==> src/rtl/rr_arb_pkg.sv <==
// Shared definitions for the 8-channel round-robin arbiter.
// Contents: channel count, select width, channel index type and the
// rotating-priority search used to choose the next winner.
package rr_arb_pkg;

  localparam int NUM_CH = 8;
  localparam int SEL_W  = 3;

  typedef logic [SEL_W-1:0] ch_idx_t;

  typedef struct packed {
    logic    found;
    ch_idx_t idx;
  } pick_t;

  // Search valid[] starting just after 'last', wrapping 7->0. The loop runs
  // from lowest to highest priority so the highest-priority hit is the last
  // assignment made. Offset NUM_CH lands back on 'last' (lowest priority).
  function automatic pick_t rr_pick(input logic [NUM_CH-1:0] valid,
                                    input ch_idx_t           last);
    pick_t   p;
    ch_idx_t c;
    p = '0;
    for (int k = NUM_CH; k >= 1; k--) begin
      c = last + ch_idx_t'(k);
      if (valid[c]) begin
        p.found = 1'b1;
        p.idx   = c;
      end
    end
    return p;
  endfunction

endpackage

==> src/rtl/rr_arb_8to1_mux.sv <==
// 8:1 data multiplexer driven by the arbiter's grant index.
// Ports:
//   i_sel      3-bit select
//   i_d0..i_d7 WIDTH-bit data inputs
//   o_y        selected data
module mux_8to1 #(
  parameter int WIDTH = 32
) (
  input  logic [2:0]       i_sel,
  input  logic [WIDTH-1:0] i_d0,
  input  logic [WIDTH-1:0] i_d1,
  input  logic [WIDTH-1:0] i_d2,
  input  logic [WIDTH-1:0] i_d3,
  input  logic [WIDTH-1:0] i_d4,
  input  logic [WIDTH-1:0] i_d5,
  input  logic [WIDTH-1:0] i_d6,
  input  logic [WIDTH-1:0] i_d7,
  output logic [WIDTH-1:0] o_y
);

  always_comb begin
    o_y = i_d0;
    case (i_sel)
      3'd0: o_y = i_d0;
      3'd1: o_y = i_d1;
      3'd2: o_y = i_d2;
      3'd3: o_y = i_d3;
      3'd4: o_y = i_d4;
      3'd5: o_y = i_d5;
      3'd6: o_y = i_d6;
      3'd7: o_y = i_d7;
      default: o_y = i_d0;
    endcase
  end

endmodule

==> src/rtl/rr_arb_8to1.sv <==
// Round-robin arbiter feeding a one-entry registered output stream.
// Eight valid/ready sources compete; the winner's word passes through the
// 8:1 mux and is captured with its source index.
// Ports:
//   clk        rising-edge clock
//   rst_n      synchronous active-low reset
//   in_valid   per-channel word available
//   in_data    [7:0][WIDTH-1:0] channel data
//   in_ready   one-hot or zero; channel accepted this cycle
//   out_valid  output register holds a word
//   out_data   registered selected word
//   out_src    source channel of out_data
//   out_ready  downstream accepts when out_valid & out_ready
module rr_arb_8to1
  import rr_arb_pkg::*;
#(
  parameter int WIDTH = 32
) (
  input  logic                          clk,
  input  logic                          rst_n,
  input  logic [NUM_CH-1:0]             in_valid,
  input  logic [NUM_CH-1:0][WIDTH-1:0]  in_data,
  output logic [NUM_CH-1:0]             in_ready,
  output logic                          out_valid,
  output logic [WIDTH-1:0]              out_data,
  output logic [SEL_W-1:0]              out_src,
  input  logic                          out_ready
);

  logic               r_vld_p1;
  logic [WIDTH-1:0]   r_data_p1;
  ch_idx_t            r_src_p1;
  ch_idx_t            r_last_grant;

  logic               w_load_en;
  pick_t              w_pick;
  logic [NUM_CH-1:0]  w_in_ready;
  logic               w_xfer;
  logic [WIDTH-1:0]   w_mux_data;

  // Stage p0: arbitration and data select
  assign w_load_en = !r_vld_p1 || out_ready;
  assign w_pick    = rr_pick(in_valid, r_last_grant);

  // in_ready is gated by rst_n so no source sees an acceptance during reset.
  always_comb begin
    w_in_ready = '0;
    if (rst_n && w_load_en && w_pick.found) begin
      w_in_ready[w_pick.idx] = 1'b1;
    end
  end

  assign w_xfer = |(in_valid & w_in_ready);

  mux_8to1 #(
    .WIDTH (WIDTH)
  ) u_mux (
    .i_sel (w_pick.idx),
    .i_d0  (in_data[0]),
    .i_d1  (in_data[1]),
    .i_d2  (in_data[2]),
    .i_d3  (in_data[3]),
    .i_d4  (in_data[4]),
    .i_d5  (in_data[5]),
    .i_d6  (in_data[6]),
    .i_d7  (in_data[7]),
    .o_y   (w_mux_data)
  );

  // Stage p1: output register and priority pointer
  always_ff @(posedge clk) begin
    if (!rst_n) begin
      r_vld_p1     <= 1'b0;
      r_data_p1    <= '0;
      r_src_p1     <= '0;
      r_last_grant <= ch_idx_t'(NUM_CH - 1);
    end else if (w_xfer) begin
      r_vld_p1     <= 1'b1;
      r_data_p1    <= w_mux_data;
      r_src_p1     <= w_pick.idx;
      r_last_grant <= w_pick.idx;
    end else if (r_vld_p1 && out_ready) begin
      r_vld_p1     <= 1'b0;
    end
  end

  assign in_ready  = w_in_ready;
  assign out_valid = r_vld_p1;
  assign out_data  = r_data_p1;
  assign out_src   = r_src_p1;

endmodule

==> config.mk <==
export PLATFORM = sky130hd
export DESIGN_NAME = rr_arb_8to1
export DESIGN_NICKNAME = d
export VERILOG_FILES = /design/src/rtl/rr_arb_pkg.sv /design/src/rtl/rr_arb_8to1_mux.sv /design/src/rtl/rr_arb_8to1.sv
export SDC_FILE = /design/constraint.sdc
export NUM_CORES = 1
export LEC_CHECK = 0
export CAP_MARGIN = 40
export CORE_AREA = 2 2 121 123
export CTS_BUF_LIST = sky130_fd_sc_hd__clkbuf_2
export DETAILED_ROUTE_END_ITERATION = 8
export DIE_AREA = 0 0 123 125
export PLACE_DENSITY_LB_ADDON = 0.3
export REMOVE_ABC_BUFFERS = 1
export SLEW_MARGIN = 0
export SYNTH_ARGS = -nofsm -noshare
export SYNTH_HDL_FRONTEND = slang
export SYNTH_SLANG_ARGS = --single-unit
==> constraint.sdc <==
create_clock -name clk -period 6.9 [get_ports clk]
set_clock_uncertainty 0.05 [all_clocks]
set_input_delay 2.07 -clock clk [delete_from_list [all_inputs] [get_ports clk]]
set_output_delay 2.07 -clock clk [all_outputs]
set_load 0.01 [all_outputs]
# == Yosys cells after proc, flatten, opt, wreduce, memory -nomap -nowiden ==
# Index checks and enable logic that the tools add are counted.
# totals
out_inout_bits,44
elab_cells,68
register_bits,39
# op_classes
n_reduce_logical,9
n_bitwise,1
add_sub_neg,7
eq_ne,7
muxes,30
magnitude_cmp,10
# op_table
cell,count
$pmux W32 S8,1
$lt A3 B4 Y1 const B,9
$mux W4,8
$bmux W1 S3,8
$add A3 B3 Y3 const B,4
$eq A3 B3 Y1 const B,4
$mux W1,11
$and A8 B8 Y8,1
$mux W8,1
$reduce_or A8 Y1,1
$add A3 B2 Y3 const B,2
$eq A3 B2 Y1 const B,2
$logic_and A1 B1 Y1,4
$add A3 B1 Y3 const B,1
$demux W1 S3,1
$eq A3 B1 Y1 const B,1
$ge A3 B1 Y1 const B,1
$logic_not A3 Y1,1
$reduce_bool A2 Y1,1
$logic_not A1 Y1,1
$logic_or A1 B1 Y1,1

# == Depth between registers and ports, before layout ==
# depth
word_depth,18
depth_mapped,19
depth_no_buf,11

# == Cells and area by module ==
# From an unflattened synthesis, not the netlist that was laid out.
# unflattened
hier_cells,599
hier_area_um2,4855.9
# by_module_without_submodules
mod,cells_each,area_each_um2,n_inst
rr_arb_8to1,293,2611.3,1
mux_8to1,306,2244.7,1

# == Worst setup path after synthesis ==
# No wires, ideal clock.
# synth_timing
path_kind,in2out
from,input in_valid[2]
to,output in_ready[3]
required_ns,4.780
arrival_ns,4.298
n_path_buf,3
cell_stages,9
slack_ns,0.482
cell_sequence,mux4_2 mux2_2 a21o_1 o211ai_1 o211ai_2 buf_4 buf_4 buf_2 nor4_1
# synth_via
elab_chain_cells,15
# synth_lines
item,line_no,rtl
"start, declared",rr_arb_8to1.sv:21,"input logic [NUM_CH-1:0] in_valid,"
$bmux W1 S3,rr_arb_pkg.sv:26,if (valid[c]) begin
$mux W1 (not written as such),rr_arb_pkg.sv:26,
$mux W4 (7 in series),rr_arb_pkg.sv:26,
$mux W4 (*),rr_arb_pkg.sv:26,
$lt A3 B4 Y1 (not written as such) or $ge A3 B1 Y1 (tied branches),rr_arb_8to1.sv:49,w_in_ready[w_pick.idx] = 1'b1;
$logic_and A1 B1 Y1 (not written as such),rr_arb_8to1.sv:49,
$mux W1 (not written as such),rr_arb_8to1.sv:49,
$demux W1 S3,rr_arb_8to1.sv:49,
$mux W8 (*),rr_arb_8to1.sv:48,if (rst_n && w_load_en && w_pick.found) begin
"end, declared",rr_arb_8to1.sv:23,"output logic [NUM_CH-1:0] in_ready,"
# Every way passes the cells marked *; elsewhere a longest branch is shown, timed or not. The select of a mux whose other input is x is not followed.

# == Final worst setup path ==
# layout_timing
from,input in_valid[2]
to,output in_ready[4]
# Same word-level chain as after synthesis.

==> metrics.txt <==
status=finished, final reports clean; via count=6605; GRT Util Overall=29.83%; first-pass GRT wire length=35.49 mm; routed wire length=23.67 mm; # rows=44; Die Y=125 um; Required @ worst endpoint=4.78 ns; final cell count without fillers=1179; Post-synth EDFFs=0; worst r2r path cells=13; vias in the first global route=6461; Fin. Hold Viols=0; post-synth cell types=71; H-tree depth=2; Main synth FF type=dfxtp_1; Fmax=0.1468 GHz; final net count=1263; Initial Util=33.08%; CP endpoint kind=output port; DR pass1 iterations=6; CTS Buffer Depth=2; post-route setup slack=0.08934 ns; average wire per standard cell=20.08 um; n_diodes=0; met2 wire length=11.77 mm; number of antenna-violating nets in the routed design=0; Syn. warnings=0; Min-Delay Path Depth=2; PortBufs=310; I/O pins=311; measured slew at the worst slew-check pin=0.7659 ns; initial DRC count=407; Mapped Area=4698 sq um; DR vias/cell=5.602; uppermost routed layer=met4; Mean Syn Cell Area=7.076 sq um; Hold Slack=0.4132 ns; Seq. cell area=780.7 sq um; CTS tree=built; largest area contributor in the synthesized netlist=dfxtp_1; ratio of final minimum period to clock period=98.71%; post-detail-place hpwl=18.32 mm; final setup fails=0; WL met3=1.947 mm; Crit Path Category=in2out; CTS root buf=clkbuf_2; share of layout cells above drive strength 1=13.47%; Hold WC Path Type=reg2reg; Reg clk slew, reported paths=0.20 ns; met1 wire length=9.549 mm; largest net degree at the start of global routing=52; RSZ-0062 raised after global routing=false; Max-Slew Margin vs Limit=48.94%; top cells by area, synth=dfxtp_1 17%, nand2_1 9.0%, mux2i_1 5.8%, mux4_2 5.3%, nor2_1 4.9%; drt drc=0; overflow left after global routing=0; async set-reset flop share out of synthesis=0%; initial antenna violation count=0; Filler cells=1356; critical path fanouts, max=6; Sum Neg Setup Slack=0 ns; GPL Wtd Cong=0.8832; area grow syn2layout=78.00%; post-synthesis register bit count=39; Die X=123 um; Clock Latency Late Sink=0.41 ns; maxcap violations=0; maximum VDD drop=409.8 uV; Core ar.=14200 sq um; crit path DAT=4.69 ns; leakage power=3.250 nW; Worst setup SP type=input pin; fin crit period=6.811 ns; PwrDens=467.2 nW/um^2; TritonCTS Buffers=5; placed cells=1168; Post-Place Worst Slack=-0.5120 ns; max-slew violations=0; die area=15380 sq um; top-area cell type share of the netlist area=16.62%; Clock Sinks=39; area of the multi-input gates=3670 sq um; register area share after synthesis=16.62%; Post-Synthesis Cells=664
==> metrics by stage <==
| stage | utilization (%) | power (mW) | cell area [sq um] |
|---|---|---|---|
| detailed placement | 58.29 | 3.725 | 8279 |
| finish | 58.88 | 3.907 | 8363 |
| global route | 58.88 | 4.193 | 8363 |
| global placement | 58.18 | 3.698 | 8264 |
| CTS | 58.87 | 3.884 | 8362 |
| floorplan | - | 2.274 | 4395 |
==> sequential cells by signal (all words and copies together), names as in the netlist <==
signal and cells:
out_data 32, out_src 3, r_last_grant 3, out_valid 1
==> area by class of cell <==
cell class	count	area share, %
clock buffers	7	0.4189
clock inverters	1	0.05984
inverters	7	0.3142
multi-input cells	561	43.88
flip-flops and latches	39	9.336
well taps	184	2.753
repair buffers	380	43.24
==> report_power, final <==
group	total [mW]	switching, mW	internal, mW
sequential	0.376	0.0486	0.327
clock	0.117	0.0893	0.0276
combinational	3.41	1.99	1.43
total	3.91	2.12	1.78
==> final timing paths <==
path | from | to | slack, ns
setup / recovery | in_valid[2] | in_ready[4] | 0.09
hold / removal | out_data[20]$_SDFFE_PN0P_ | out_data[20]$_SDFFE_PN0P_ | 0.41
setup reg to reg | r_last_grant[1]$_SDFFE_PN1P_ | out_data[16]$_SDFFE_PN0P_ | 2.70
hold reg to reg | out_data[20]$_SDFFE_PN0P_ | out_data[20]$_SDFFE_PN0P_ | 0.41
==> routing by layer <==
| layer | global-route usage, % | vias to the layer above |
|---|---|---|
| met3 | 5.794 | 24 |
| met2 | 52.49 | 314 |
| li1 | - | 3169 |
| met5 | 0 | - |
| met1 | 37.14 | 3098 |
| met4 | 7.086 | 0 |
==> worst max-delay path, cell delays in order <==
cell and delay (ns):
dlygate4sd2_1 0.29, buf_4 0.16, mux4_2 0.51, mux2_4 0.30, a211o_1 0.30, and2_4 0.16, o211ai_4 0.21, nand2_1 0.18
nor2_1 0.19, dlygate4sd2_1 0.32
==> cell families after synthesis <==
kind of cell / after synthesis / share of synthesized area, %
xor gates and xnor gates: 3 / 0.5594
AOI/OAI and AO/OA: 250 / 37.58
buffers and inverters: 64 / 7.004
muxes: 49 / 13.74
DFF: 39 / 16.62
and+or+nand+nor: 257 / 23.97
adders and majority gates: 2 / 0.5325
==> layout by cell type (no fill, tap or decap), types with 9 or more instances in the layout <==
master           Yosys  final
a21oi_1             44     44
o221ai_1            16     16
dlygate4sd2_1        0     12
a32oi_1              9      9
o21ai_1             10     10
nand2_1            113    112
a211oi_1             9      9
mux2_2              10      9
a31oi_1             16     14
dfxtp_1             39     39
clkdlybuf4s50_1      0    294
o21ai_0             45     45
mux4_2              11     11
mux2i_1             27     27
a221oi_1            13     12
nand3_1             21     21
nor2_1              61     59
nor3_1              25     24
o21a_1              11     11
buf_4                5     69
==> what timing repair did <==
action                     in CTS  in global routing
buffers inserted                3                  0
hold buffers                    0                  0
setup endpoints to repair       8                  3
gates resized for setup        28                  6
pin swaps                       5                  2
==> synthesized netlist by cell type, types with 6 or more instances <==
| cell type | instances |
|---|---|
| nand3_1 | 21 |
| o21a_1 | 11 |
| or3_1 | 6 |
| a211oi_1 | 9 |
| nor3_1 | 25 |
| mux4_2 | 11 |
| a32oi_1 | 9 |
| a22o_1 | 7 |
| nand2b_1 | 7 |
| a31oi_1 | 16 |
| a21oi_1 | 44 |
| mux2_2 | 10 |
| dfxtp_1 | 39 |
| nor2_1 | 61 |
| inv_1 | 7 |
| clkbuf_1 | 23 |
| buf_2 | 19 |
| o21ai_0 | 45 |
| and2_1 | 6 |
| a221oi_1 | 13 |
| o211ai_1 | 7 |
| a21boi_0 | 7 |
| mux2i_1 | 27 |
| o221ai_1 | 16 |
| o22ai_1 | 6 |
| nand2_1 | 113 |
| o21ai_1 | 10 |
| buf_6 | 6 |
(Power assumes the default switching activity.)
